### src/rtl/traffic_cmd_sender.sv
// Byte-stream command parser driving the shared traffic_light configuration bus.
// Optional macro TRAFFIC_CMD_CHK_EN enables the XOR checksum on the configure time byte.
module traffic_cmd_sender #(
  parameter int unsigned TIMEOUT_CYCLES = 100000000,
  parameter int unsigned CNT_W          = 27
) (
  input  logic       clk,
  input  logic       rst,
  input  logic [7:0] rx_data,
  input  logic       rx_valid,
  output logic       inst_send,
  output logic [1:0] traffic_sel,
  output logic       color_sel,
  output logic       start_color,
  output logic [3:0] input_time,
  output logic       is_running,
  output logic       cmd_err,
  output logic [7:0] cmd_count
);

  typedef enum logic [1:0] {StIdle, StWaitTime, StIssue} state_e;

  state_e           r_state;
  logic [CNT_W-1:0] r_cnt;
  // Held header fields: {traffic_sel, color_sel, start_color}
  logic [3:0]       r_hdr;

  logic [CNT_W-1:0] w_cnt_inc;
  logic             w_timeout;
  logic             w_time_ok;

  assign w_cnt_inc = r_cnt + CNT_W'(1);
  // Error fires on the edge where the counter reaches TIMEOUT_CYCLES-1
  assign w_timeout = (w_cnt_inc == CNT_W'(TIMEOUT_CYCLES - 1));

`ifdef TRAFFIC_CMD_CHK_EN
  assign w_time_ok = (rx_data[7:4] ==
                      ({2'b00, r_hdr[3:2]} ^ {r_hdr[1:0], 2'b00} ^ rx_data[3:0]));
`else
  assign w_time_ok = (rx_data[7:4] == 4'b0000);
`endif

  always_ff @(posedge clk) begin
    if (rst) begin
      r_state     <= StIdle;
      r_cnt       <= '0;
      r_hdr       <= '0;
      inst_send   <= 1'b0;
      traffic_sel <= 2'd0;
      color_sel   <= 1'b0;
      start_color <= 1'b0;
      input_time  <= 4'b1010;
      is_running  <= 1'b0;
      cmd_err     <= 1'b0;
      cmd_count   <= 8'd0;
    end else begin
      inst_send <= 1'b0;
      cmd_err   <= 1'b0;
      case (r_state)
        // ISSUE lasts one cycle and decodes a new header exactly like IDLE
        StIdle, StIssue: begin
          r_state <= StIdle;
          if (rx_valid) begin
            case (rx_data[7:6])
              2'b00: begin
                if (rx_data[1:0] == 2'b00) begin
                  r_hdr   <= rx_data[5:2];
                  r_cnt   <= '0;
                  r_state <= StWaitTime;
                end else begin
                  cmd_err <= 1'b1;
                end
              end
              2'b01: begin
                is_running <= 1'b1;
                cmd_count  <= cmd_count + 8'd1;
              end
              2'b10: begin
                is_running <= 1'b0;
                cmd_count  <= cmd_count + 8'd1;
              end
              default: cmd_err <= 1'b1;
            endcase
          end
        end
        StWaitTime: begin
          if (rx_valid) begin
            if (w_time_ok) begin
              r_state     <= StIssue;
              inst_send   <= 1'b1;
              traffic_sel <= r_hdr[3:2];
              color_sel   <= r_hdr[1];
              start_color <= r_hdr[0];
              input_time  <= rx_data[3:0];
              cmd_count   <= cmd_count + 8'd1;
            end else begin
              cmd_err <= 1'b1;
              r_state <= StIdle;
            end
          end else begin
            r_cnt <= w_cnt_inc;
            if (w_timeout) begin
              cmd_err <= 1'b1;
              r_state <= StIdle;
            end
          end
        end
        default: r_state <= StIdle;
      endcase
    end
  end

endmodule

### config.mk
export PLATFORM = sky130hd
export DESIGN_NAME = traffic_cmd_sender
export DESIGN_NICKNAME = d
export VERILOG_FILES = /design/src/rtl/traffic_cmd_sender.sv
export SDC_FILE = /design/constraint.sdc
export NUM_CORES = 1
export LEC_CHECK = 0
export ABC_AREA = 1
export CORE_MARGIN = 3
export CORE_UTILIZATION = 47
export CTS_BUF_LIST = sky130_fd_sc_hd__clkbuf_4 sky130_fd_sc_hd__clkbuf_8 sky130_fd_sc_hd__clkbuf_16
export CTS_CLUSTER_DIAMETER = 80
export DETAILED_ROUTE_END_ITERATION = 10
export DONT_BUFFER_PORTS = 1
export PLACE_DENSITY = 0.69
export SYNTH_ARGS = -nofsm -noshare
export SYNTH_HDL_FRONTEND = slang
export SYNTH_SLANG_ARGS = --single-unit
### constraint.sdc
create_clock -name clk -period 2.45 [get_ports clk]
set_input_delay 0 -clock clk [delete_from_list [all_inputs] [get_ports clk]]
set_output_delay 0 -clock clk [all_outputs]
set_load 0.05 [all_outputs]
Yosys cells after proc, flatten, opt, wreduce, memory -nomap -nowiden
Cells that the tools add are included.
{"block": "op_classes", "addsub": 2, "eq_ne": 13, "mux": 26, "bitwise_logic": 2, "n_reduce_logical": 14}
{"op": "$mux W27", "n": 4}
{"op": "$pmux W27 S2", "n": 1}
{"op": "$mux W8", "n": 4}
{"op": "$add A27 B1 Y27 const B", "n": 1}
{"op": "$eq A27 B27 Y1 const B", "n": 1}
{"op": "$pmux W8 S2", "n": 1}
{"op": "$ne A2 B2 Y1 const B", "n": 6}
{"op": "$reduce_and A5 Y1", "n": 2}
{"op": "$mux W1", "n": 9}
{"op": "$add A8 B1 Y8 const B", "n": 1}
{"op": "$logic_not A2 Y1", "n": 3}
{"op": "$mux W2", "n": 3}
{"op": "$pmux W1 S2", "n": 3}
{"op": "$reduce_and A3 Y1", "n": 2}
{"op": "$eq A2 B1 Y1 const B", "n": 2}
{"op": "$eq A2 B2 Y1 const B", "n": 2}
{"op": "$logic_not A4 Y1", "n": 1}
{"op": "$pmux W2 S2", "n": 1}
{"op": "$reduce_and A4 Y1", "n": 1}
{"op": "$reduce_bool A2 Y1", "n": 2}
{"op": "$reduce_or A2 Y1", "n": 2}
{"op": "$ne A3 B3 Y1 const B", "n": 1}
{"op": "$reduce_or A3 Y1", "n": 1}
{"op": "$ne A2 B1 Y1 const B", "n": 1}
{"op": "$not A1 Y1", "n": 2}
{"block": "word_totals", "reg_bits": 52, "in_bits": 11, "out_inout_bits": 19}

Depth between registers and ports, before layout
Gate-level depths: netlist of run 1.
{"block": "logic_depth", "ltp_word": 5, "mapped_depth": 16, "mapped_depth_nobuf": 16}

Worst setup path before layout of run 1
No wires, ideal clock.
{"block": "synth_path", "path_kind": "register to register", "startpoint": "register r_cnt[1]", "endpoint": "register r_state[0]", "setup_ns": 0.115, "arrival_time_ns": 1.660, "slack_ns": 0.674, "stages_incl_launch_ff": 15, "n_path_buf": 0, "period_less_slack_ns": 1.776, "cell_sequence": "dfxtp_1 ha_1 nand2_2 nor2_8 nand2_4 nor2_4 nand2_2 nand2_1 nand2_1 nor2_2 nand3_1 nor2_1 nand2_1 o21ai_0 inv_1"}
{"block": "synth_between", "elab_chain_len": 3}
{"element": "from (decl)", "line": "24", "rtl": "logic [CNT_W-1:0] r_cnt;"}
{"element": "from (signal assigned)", "line": "101", "rtl": "r_cnt <= w_cnt_inc;"}
{"element": "$add A27 B1 Y27", "line": "32", "rtl": "assign w_cnt_inc = r_cnt + CNT_W'(1);"}
{"element": "$eq A27 B27 Y1", "line": "34", "rtl": "assign w_timeout = (w_cnt_inc == CNT_W'(TIMEOUT_CYCLES - 1));"}
{"element": "$ne A3 B3 Y1 (no line)"}
{"element": "to (signal assigned)", "line": "45", "rtl": "r_state <= StIdle;"}
{"element": "to (signal assigned)", "line": "62", "rtl": "r_state <= StIdle;"}
{"element": "to (signal assigned)", "line": "69", "rtl": "r_state <= StWaitTime;"}
{"element": "to (decl)", "line": "23", "rtl": "state_e r_state;"}
No other way between the ends.
A chain may end at the register's enable or synchronous reset.

Final worst setup path of run 1
Ends and elaborated chain as after synthesis.

==> flow_summary_export.csv, run 1 <==
group,metric,value,unit
run_status,status,"complete, no violations",
clock_tree,clk_pin_slew,0.10,ns
grt,track_usage,19.0,%
power,p_per_area,463,nW/um2
clock_tree,cts.sinks,52,
logic_synthesis,synthAdderAreaFrac,2.17,%
drt,wl_per_cell,12.4,um
power,p_int,1.10,mW
setup_path,critPathCaptureType,"flop",
logic_synthesis,yosysTopAreaCellShare,36.1,%
die,die-area,7110,um2
power,ir_drop,0.000356,V
clock_tree,ctsResizeCount,0,
sta,clock_skew,0.00721,ns
power,p_seq_share,58.7,%
die,initial_core_util,50.5,%
sta,finalHoldViolCount,0,
setup_path,worst_setup_path_start_kind,"flop",
clock_tree,cts_buffers,5,
sta,fin_crit_sh,86.2,%
logic_synthesis,yosys_most_used_dff,"dfxtp_1",
grt,grt_max_degree,33,
finish,layout-area-overhead-vs-synth,10.4,%
power,p_clk_share,35.6,%
sta,rsz0062_at_grt,"no",
clock_tree,cts_root_buf,"clkbuf_8",
sta,max_slew_margin,61.3,%
worst_hold_path,hp-class,"in2reg",
setup_path,r2r-end,"r_state[0]$_SDFFE_PP0P_",
die,rows,27,
power,switching_share,25.1,%
finish,post_route_cells_drive_above_1_share,9.31,%
flow_run,cap_violations,0,
grt,grt_pass1_vias,2571,
power,p_sw,370,uW
worst_hold_path,hold_path_depth,4,
logic_synthesis,yosysSeqAreaShare,36.1,%
clock_tree,tritoncts,"done",
grt,overflow,0,
power,p_total,1.47,mW
sta,finalSetupViolCount,0,
setup_path,rr_worst_depth,14,
logic_synthesis,synth_compound_area_share,11.9,%
power,p_comb_share,5.7,%
die,coreArea,5710,um2
logic_synthesis,synth_top_family_by_area,"simple AND/OR/NAND/NOR gates",
die,die_w,84.3,um
logic_synthesis,synth_area_leaders,"dfxtp_1, nand2_1, nor2_1",
die,die_h,84.3,um
sta,worstMarginPinSlew,0.580,ns
die,io_pins,30,
setup_path,crit_fanout,6,
logic_synthesis,synth_most_common_cell,"nand2_1",
finish,diodes,0,
logic_synthesis,yosys.area.top_type,"dfxtp_1",
setup_path,r2r_setup_slack,0.34,ns
drt,via_count,2781,
drt,wirelength,6640,um
setup_path,arrival,2.33,ns
logic_synthesis,muxShareOfSynthArea,0,%
worst_hold_path,min_from,"rx_valid",
worst_hold_path,hold_end,"r_cnt[1]$_SDFFE_PP0P_",
clock_tree,h-tree-depth,2,
power,p_leak,1.19,nW
drt,drt_pass1_iterations,5,
clock_tree,max-clock-path-buffers,2,
logic_synthesis,yosys_warnings,0,
placed_design,gp_congestion,0.935,
finish,layout.nets,477,
logic_synthesis,yosys.area_share.xor_xnor,1.22,%
placed_design,numPortBuffers,0,
clock_tree,clock_latency,0.31,ns
logic_synthesis,synth-simple-area-share,41.3,%
drt,drt_iter0_drc,189,
sta,drv_slew,0,
logic_synthesis,synthArstFlopShare,0,%
logic_synthesis,syn_nets,465,
sta,fin_crit,2.11,ns
setup_path,worst-setup-path-type,"reg2reg",
logic_synthesis,syn_avg_cell_area,6.42,um2
logic_synthesis,synth-seq-cells,52,
drt,drc,0,
sta,max_freq,0.473,GHz
setup_path,r2r-start,"r_cnt[1]$_SDFFE_PP0P_",
logic_synthesis,synth_area,2880,um2
sta,setup_tns,0,ns
grt,antenna_found_initial,0,
logic_synthesis,synth_cell_types,30,
drt,ant_nets,0,
grt,grt_first_pass_wirelength,11400,um
drt,vias_per_cell,5.21,
logic_synthesis,synthCells,449,
logic_synthesis,synth_edf_count,0,
placed_design,dpl.hpwl,4710,um
setup_path,crit_required,2.67,ns
logic_synthesis,synth_commonest_cells,"nand2_1, nor2_1, dfxtp_1, inv_1, a21oi_1",
-- layout by cell type, fill, tap and decap left out, types with 5 or more instances in the layout --
cell           netlist  layout
inv_1               40      40
clkbuf_8             0       5
dfxtp_1             52      52
ha_1                 5       5
nor2_2               7       7
nand3_1             33      33
a21oi_1             35      35
nand2_2              5       5
nand4_1              6       6
nor2_1              66      66
buf_4                0       5
o21ai_0             19      19
inv_2                5       5
dlygate4sd3_1        0      10
nand2_1            134     134
-- through the flow --
step	hold WS [ns]	area (um2)	cells	worst slack, ns	utilization (%)
finish	0.0213	3180	534	0.338	55.8
global route	0.0250	3180	534	0.0420	55.8
CTS	0.0125	3180	534	0.335	55.8
detailed placement	0.0718	2970	515	0.341	52.0
global placement	0.0697	2970	515	0.407	52.0
floorplan	0.127	2880	449	0.674	-
-- state kept, by name, summed over array words and instances (netlist names) --
register     flops
r_hdr            4
start_color      1
input_time       4
traffic_sel      2
r_state          2
color_sel        1
cmd_err          1
cmd_count        8
inst_send        1
is_running       1
r_cnt           27
-- final cells by class --
cell class | count | area, um2
clock buffers | 6 | 76.3
repair buffers | 16 | 158
flip-flops and latches | 52 | 1040
fillers | 550 | 2530
inverters | 45 | 169
clock inverters | 2 | 17.5
multi-input cells | 341 | 1630
well taps | 72 | 90.1
-- layer usage --
metal	track usage, %	routed length [um]	up-vias
met5	0	0	-
met1	24.1	3180	1254
met4	4.39	76	0
met3	4.32	314	8
met2	32.9	3070	59
li1	-	-	1460
-- kinds of logic after synthesis --
| family | count (synthesis) |
|---|---|
| AO/OA/AOI/OAI | 63 |
| XOR/XNOR | 4 |
| adder cells (fa/ha/maj) | 5 |
| buffers and inverters | 56 |
| flip-flops | 52 |
| AND/OR/NAND/NOR | 269 |
-- worst max-delay path: stages, from the launching register on --
cell	delay, ns
dfxtp_1	0.41
ha_1	0.23
nand2_2	0.12
nor2_8	0.15
nand2_4	0.07
nor2_4	0.17
nand2_2	0.09
nand2_1	0.09
nand2_1	0.09
nor2_2	0.08
nand3_1	0.11
nor2_1	0.12
nand2_1	0.08
o21ai_0	0.14
inv_1	0.05
-- what timing repair did --
action                    CTS  global route
hold endpoints to repair   41             0
buffers inserted            0             0
hold buffers               11             0
-- how the worst max path moves through the flow --
| stage | endpoint | slack (ns) | start |
|---|---|---|---|
| 4_1_cts | r_state[0]$_SDFFE_PP0P_ | 0.34 | r_cnt[1]$_SDFFE_PP0P_ |
| 2_1_floorplan | r_state[0]$_SDFFE_PP0P_ | 0.67 | r_cnt[1]$_SDFFE_PP0P_ |
| 5_1_grt | cmd_err$_SDFF_PP0_ | 0.04 | r_cnt[1]$_SDFFE_PP0P_ |
| 6_report | r_state[0]$_SDFFE_PP0P_ | 0.34 | r_cnt[1]$_SDFFE_PP0P_ |
| 3_5_place_dp | r_state[0]$_SDFFE_PP0P_ | 0.34 | r_cnt[1]$_SDFFE_PP0P_ |
| 3_3_place_gp | r_state[0]$_SDFFE_PP0P_ | 0.41 | r_cnt[0]$_SDFFE_PP0P_ |
-- power by group through the flow --
stage | Combinational [mW] | Sequential [mW] | Clock (mW)
finish | 0.0844 | 0.865 | 0.524
floorplan | 0.0387 | 0.897 | 0
global route | 0.0926 | 0.866 | 0.564
global placement | 0.0570 | 0.885 | 0
CTS | 0.0844 | 0.865 | 0.541
detailed placement | 0.0575 | 0.884 | 0
No activity file was read; power rests on OpenSTA's default activity.
==> run 2, diff against run 1 <==
PLACE_DENSITY = 0.71   (was 0.69)
clock period = 1.7 ns   (was 2.45 ns; I/O delays follow)
==> run 2 against run 1 <==
  * The flow now finishes with violations (negative setup slack)
  * Global-route usage up 3.7 points
  * Sequential share of layout area down 5.6 points
  * Sequential power up 43%
  * Clock skew down 0.0025 ns
  * Via count up 13%
  * Register-to-register slack worse by 0.49 ns
  * Setup slack worse by 0.49 ns
  * Final area up 23%
  * Routed wire length up 22%
  * Sequential cell count unchanged
  * Critical endpoint is now cmd_err$_SDFF_PP0_
  * Largest power group unchanged
==> flow_summary_export.csv, run 2 (same netlist as run 1, synthesis figures left out) <==
group,metric,value,unit
run_status,status,"finished with violations",
run_status,violations,"negative setup slack",
finish,diodes,0,
sta,finalHoldViolCount,0,
power,p_seq_share,58.5,%
finish,layout_commonest_cell,"nand2_1",
power,p_sw,544,uW
clock_tree,tritoncts,"done",
drt,drt_iter0_drc,189,
placed_design,dpl.hpwl,5480,um
finish,top_register,"r_cnt",
setup_path,worst-setup-path-type,"reg2reg",
drt,ant_nets,0,
setup_path,worst_setup_path_start_kind,"flop",
power,p_leak,1.64,nW
power,ir_drop,0.000426,V
drt,drt_pass1_iterations,5,
sta,rsz0062_at_grt,"yes",
power,p_clk_share,34.2,%
drt,wirelength,8120,um
worst_hold_path,hp-class,"in2reg",
finish,largest_reg_flops,27,
sta,max_freq,0.539,GHz
finish,multi_input_area,1740,um2
sta,worstMarginPinSlew,0.513,ns
setup_path,critPathCaptureType,"flop",
finish,finalCoreUtilization,68.5,%
sta,whs,0.0278,ns
power,switching_share,25.7,%
grt,overflow,0,
clock_tree,clock_latency,0.31,ns
clock_tree,clk_pin_slew,0.10,ns
sta,fin_crit_sh,109,%
placed_design,gp_congestion,0.910,
die,io_pins,30,
drt,vias_per_cell,5.13,
clock_tree,cts.sinks,52,
setup_path,crit_fanout,5,
power,p_comb_share,7.3,%
grt,grt_pass1_vias,3128,
drt,via_count,3151,
drt,wl_per_cell,13.2,um
grt,grt_max_degree,33,
sta,layout_setup_ws,-0.155,ns
die,die-area,7110,um2
sta,clock_skew,0.00472,ns
setup_path,timing.critical_path.cells,"ha_4 -> nand2_4 -> nor2_8 -> nand2_4 -> nor2_4 -> nand2_2 -> nand2_2 -> nand2_2 -> nor2_2 -> nand3_1 -> nor2_1 -> nand2_1 -> nand2_1 -> nand2_1 -> a21oi_2",
grt,grt_first_pass_wirelength,13500,um
setup_path,crit_required,1.95,ns
clock_tree,cts_root_buf,"clkbuf_8",
sta,fin_crit,1.85,ns
drt,drc,0,
die,rows,27,
clock_tree,h-tree-depth,2,
clock_tree,max-clock-path-buffers,2,
finish,layout.cells.most_common_list,"nand2_1, buf_4, nor2_1",
finish,largest_registers,"r_cnt: 27 flops, cmd_count: 8 flops",
setup_path,critPathSlowestCell,"dfxtp_4",
grt,antenna_found_initial,0,
finish,post_route_cells_drive_above_1_share,28.4,%
clock_tree,cts_buffers,5,
die,die_h,84.3,um
finish,layout.nets,558,
finish,fillers,454,
setup_path,arrival,2.10,ns
placed_design,dp_cells,589,
grt,track_usage,22.8,%
power,p_int,1.57,mW
die,die_w,84.3,um
sta,finalSetupViolCount,2,
finish,finalNonFillerCells,614,
placed_design,dp_slack,-0.224,ns
sta,setup_tns,-0.307,ns
setup_path,max_stage_delay,0.38,ns
die,coreArea,5710,um2
flow_run,cap_violations,0,
placed_design,numPortBuffers,0,
die,initial_core_util,50.5,%
finish,layout-area-overhead-vs-synth,35.7,%
sta,drv_slew,0,
finish,register_area,1060,um2
sta,max_slew_margin,65.8,%
power,p_per_area,540,nW/um2
==> run 2: changes by cell type in the layout (fill, tap and decap cells not counted), sizes merged <==
cell	change
inv	-1
dlygate4sd3	+1
buf	+80
clkbuf	-1
clkinvlp	+1
==> run 2: through the flow <==
| stage | total power, mW | area, um2 |
|---|---|---|
| floorplan | 1.35 | 2900 |
| global placement | 1.37 | 3540 |
| detailed placement | 1.37 | 3540 |
| CTS | 2.11 | 3770 |
| global route | 2.17 | 3910 |
| finish | 2.11 | 3910 |
==> run 2: worst paths after layout <==
kind	start	endpoint	slack [ns]	depth (start not counted)
min	rx_valid	r_cnt[1]$_SDFFE_PP0P_	0.03	4
min reg2reg	cmd_count[7]$_SDFFE_PP0P_	cmd_count[7]$_SDFFE_PP0P_	0.47	1
max reg2reg	r_cnt[1]$_SDFFE_PP0P_	cmd_err$_SDFF_PP0_	-0.15	15
max	r_cnt[1]$_SDFFE_PP0P_	cmd_err$_SDFF_PP0_	-0.15	15
==> run 2: area by class of cell <==
| class | count | area share, % |
|---|---|---|
| Inverter | 45 | 4.32 |
| Clock inverter | 2 | 0.416 |
| Multi-Input combinational cell | 341 | 44.4 |
| Timing Repair Buffer | 97 | 19.6 |
| Tap cell | 72 | 2.30 |
| Clock buffer | 5 | 1.76 |
| Sequential cell | 52 | 27.2 |
==> run 2: worst max-delay path: cells and delay by family (launching register included) <==
family                     cells  cell delay (ns)
and+or+nand+nor               13             1.16
adders and majority gates      1             0.16
AOI/OAI and AO/OA              1             0.10
DFF                            1             0.38
==> run 2: repair_timing <==
item / 4_1_cts / 5_1_grt
hold buffers: 11 / 1
resized for setup: 9 / 32
setup buffers: 1 / 5
hold endpoints to repair: 41 / 1
endpoints found under the setup margin: 2 / 7
pin swaps: 3 / 10
==> run 2: power groups by stage <==
| stage | registers, mW | clock network, mW | logic (mW) |
|---|---|---|---|
| floorplan | 1.29 | 0 | 0.0558 |
| global placement | 1.27 | 0 | 0.0986 |
| detailed placement | 1.27 | 0 | 0.102 |
| CTS | 1.24 | 0.731 | 0.140 |
| global route | 1.24 | 0.771 | 0.165 |
| finish | 1.24 | 0.721 | 0.155 |
==> run 2: routing by layer <==
layer	GRT usage, %	routed length [um]	up-vias
met3	4.61	415	9
met4	7.60	99	0
li1	-	-	1619
met1	26.7	3410	1448
met2	41.1	4200	75
met5	0	0	-
==> run 3, diff against run 2 <==
ABC_AREA = 0   (was 1)
CTS_BUF_LIST = sky130_fd_sc_hd__clkbuf_8   (was sky130_fd_sc_hd__clkbuf_4 sky130_fd_sc_hd__clkbuf_8 sky130_fd_sc_hd__clkbuf_16)
==> run 3 against run 2 <==
  * First-iteration DRC count is 49% higher
  * Power is 9.2% higher
  * Final area up 2.5%
  * Global-route usage increased by 1.2 points
  * Sequential cell count unchanged
  * Core utilization down 1.2 points
  * Synthesized cell count fell by 18%
  * Largest cell class unchanged
  * Via count up 0.73%
  * Cell count decreased by 15%
  * Critical path type unchanged
  * The run still ends with negative setup slack left
  * Routed wire length grew 8.4%
==> flow_summary_export.csv, run 3 <==
group,metric,value,unit
sta,max_freq,0.446,GHz
setup_path,worst_setup_path_start_kind,"flop",
die,rows,28,
placed_design,dpl.hpwl,5520,um
placed_design,numPortBuffers,0,
grt,grtUsageMet2,41.4,%
drt,via_count,3174,
grt,grt_pass1_vias,3056,
logic_synthesis,synth_cell_types,54,
drt,drt_iter0_drc,282,
finish,fillers,489,
power,p_leak,1.59,nW
sta,worstMarginPinSlew,0.532,ns
die,die_h,84.7,um
grt,antenna_found_initial,0,
drt,ant_nets,0,
grt,overflow,0,
clock_tree,cts_buffers,5,
grt,track_usage,24.0,%
sta,layout_setup_ws,-0.543,ns
finish,layout_commonest_cell,"buf_4",
logic_synthesis,synth_edf_count,0,
placed_design,dp_slack,-0.532,ns
sta,clock_skew,0.0112,ns
grt,grt_first_pass_wirelength,14200,um
die,die-area,7170,um2
die,initial_core_util,48.9,%
finish,top_register,"r_cnt",
finish,largest_registers,"r_cnt: 27 flops, cmd_count: 8 flops",
sta,finalHoldViolCount,0,
setup_path,critPathCaptureType,"flop",
clock_tree,cts.sinks,52,
clock_tree,max-clock-path-buffers,2,
finish,finalCoreUtilization,67.3,%
finish,largest_reg_flops,27,
logic_synthesis,yosys_most_used_dff,"dfxtp_1",
clock_tree,tritoncts,"done",
worst_hold_path,hp-class,"in2reg",
drt,drc,0,
drt,wl_per_cell,16.9,um
sta,fin_crit_sh,132,%
finish,post_route_cells_drive_above_1_share,32.5,%
logic_synthesis,synth_area,2910,um2
logic_synthesis,synthArstFlopShare,0,%
logic_synthesis,synthCells,366,
sta,rsz0062_at_grt,"yes",
clock_tree,clock_latency,0.32,ns
run_status,violations,"negative setup slack",
logic_synthesis,yosys.area.top_type,"dfxtp_1",
grt,grt-busiest-layer,"met2",
clock_tree,cts_root_buf,"clkbuf_8",
setup_path,worst-setup-path-type,"reg2reg",
power,p_total,2.31,mW
die,coreArea,5960,um2
clock_tree,clk_pin_slew,0.10,ns
grt,grt_max_degree,53,
flow_run,cap_violations,0,
finish,layout.nets,461,
logic_synthesis,syn_avg_cell_area,7.95,um2
power,ir_drop,0.000902,V
die,io_pins,30,
setup_path,arrival,2.46,ns
die,die_w,84.7,um
finish,layout-area-overhead-vs-synth,37.7,%
sta,drv_slew,0,
run_status,status,"finished with violations",
sta,finalSetupViolCount,15,
clock_tree,h-tree-depth,2,
grt,grt_util_met3,4.91,%
drt,wirelength,8810,um
grt,met1_usage,30.2,%
logic_synthesis,yosys_warnings,0,
logic_synthesis,synth_commonest_cells,"nor2_1, dfxtp_1, a21oi_1, nand2_1",
placed_design,gp_congestion,0.919,
logic_synthesis,yosysSeqAreaShare,35.8,%
power,p_per_area,576,nW/um2
logic_synthesis,synth-seq-cells,52,
drt,drt_pass1_iterations,5,
setup_path,crit_required,1.92,ns
sta,fin_crit,2.24,ns
drt,vias_per_cell,6.09,
logic_synthesis,syn_nets,382,
finish,layout.cells.most_common_list,"buf_4, nor2_1, dfxtp_1",
logic_synthesis,synth_most_common_cell,"nor2_1",
logic_synthesis,yosysTopAreaCellShare,35.8,%
logic_synthesis,synth_area_leaders,"dfxtp_1, nor2_1, a21oi_1",
finish,diodes,0,
sta,max_slew_margin,64.5,%
setup_path,crit_fanout,3,
run 3: changes by cell type in the layout (fill, tap and decap cells not counted), sizes merged, moves of 6 or more:
cell,change
nor4,+7
nand3,-20
a311oi,+13
a21oi,-11
inv,-36
nand2,-116
nor2,-24
nand4,+7
mux2i,+11
a31oi,+6
buf,+7
xnor2,+6
and3,+9
run 3: repair_timing:
| action | CTS | global route |
|---|---|---|
| hold buffers | 10 | 0 |
| buffers inserted | 8 | 4 |
| hold endpoints to repair | 52 | 0 |
| pin swaps | 15 | 16 |
| endpoints found under the setup margin | 15 | 27 |
| resized for setup | 18 | 25 |
run 3: where the power goes:
part | leakage, nW | switching [mW] | internal (mW)
logic | 1.11 | 0.0927 | 0.0592
registers | 0.424 | 0.00907 | 1.22
clock network | 0.0607 | 0.468 | 0.455
total | 1.59 | 0.569 | 1.74
run 3: final timing paths:
kind              cells after the start  slack, ns                     endpoint             startpoint
setup reg to reg                      7      -0.54      r_state[0]$_SDFFE_PP0P_  r_cnt[1]$_SDFFE_PP0P_
hold reg to reg                       2       0.51  traffic_sel[1]$_SDFFE_PP0P_  r_hdr[3]$_SDFFE_PP0P_
setup / recovery                      7      -0.54      r_state[0]$_SDFFE_PP0P_  r_cnt[1]$_SDFFE_PP0P_
hold / removal                        3       0.03        r_cnt[3]$_SDFFE_PP0P_               rx_valid
run 3: cells by family (layout without fill, tap and decap cells):
kind of cell               count (synthesis)  after routing  synth area share (%)
AOI/OAI and AO/OA                         88             88                  19.5
xor gates and xnor gates                  15             15                  4.51
adders and majority gates                  5              5                  2.15
buffers and inverters                     38            118                  5.80
DFF                                       52             52                  35.8
muxes                                     11             11                  3.78
and+or+nand+nor                          157            157                  28.5
run 3: layout make-up:
type / count / area (um2) / share of cell area (%)
clock inverters: 3 / 50.0 / 1.25
inverters: 8 / 30.0 / 0.749
clock buffers: 5 / 68.8 / 1.72
well taps: 75 / 93.8 / 2.34
flip-flops and latches: 52 / 1050 / 26.3
repair buffers: 102 / 847 / 21.1
multi-input cells: 276 / 1860 / 46.5
run 3: metal layers:
metal  vias up  wire [um]
li1       1488          -
met1      1544       3620
met2       129       4520
met3        13        568
met4         0         94
met5         -          0
run 3: per-stage QoR:
stage | std cells | hold slack [ns] | TNS, ns | cell area (um2)
after floorplan | 366 | 0.115 | -1.85 | 3000
after global placement | 493 | 0.0703 | -1.86 | 3540
after detailed placement | 493 | 0.0724 | -2.41 | 3540
after CTS | 519 | 0.0109 | -2.38 | 3900
after global routing | 521 | 0.0384 | -4.25 | 4010
final | 521 | 0.0318 | -2.62 | 4010
run 3: critical path, cell delays in order, from the launching register on:
cell,delay [ns]
dfxtp_4,0.40
ha_4,0.16
nand3_4,0.08
or4_4,0.53
or4_4,0.45
a22oi_2,0.18
nand4_1,0.16
o21a_1,0.21
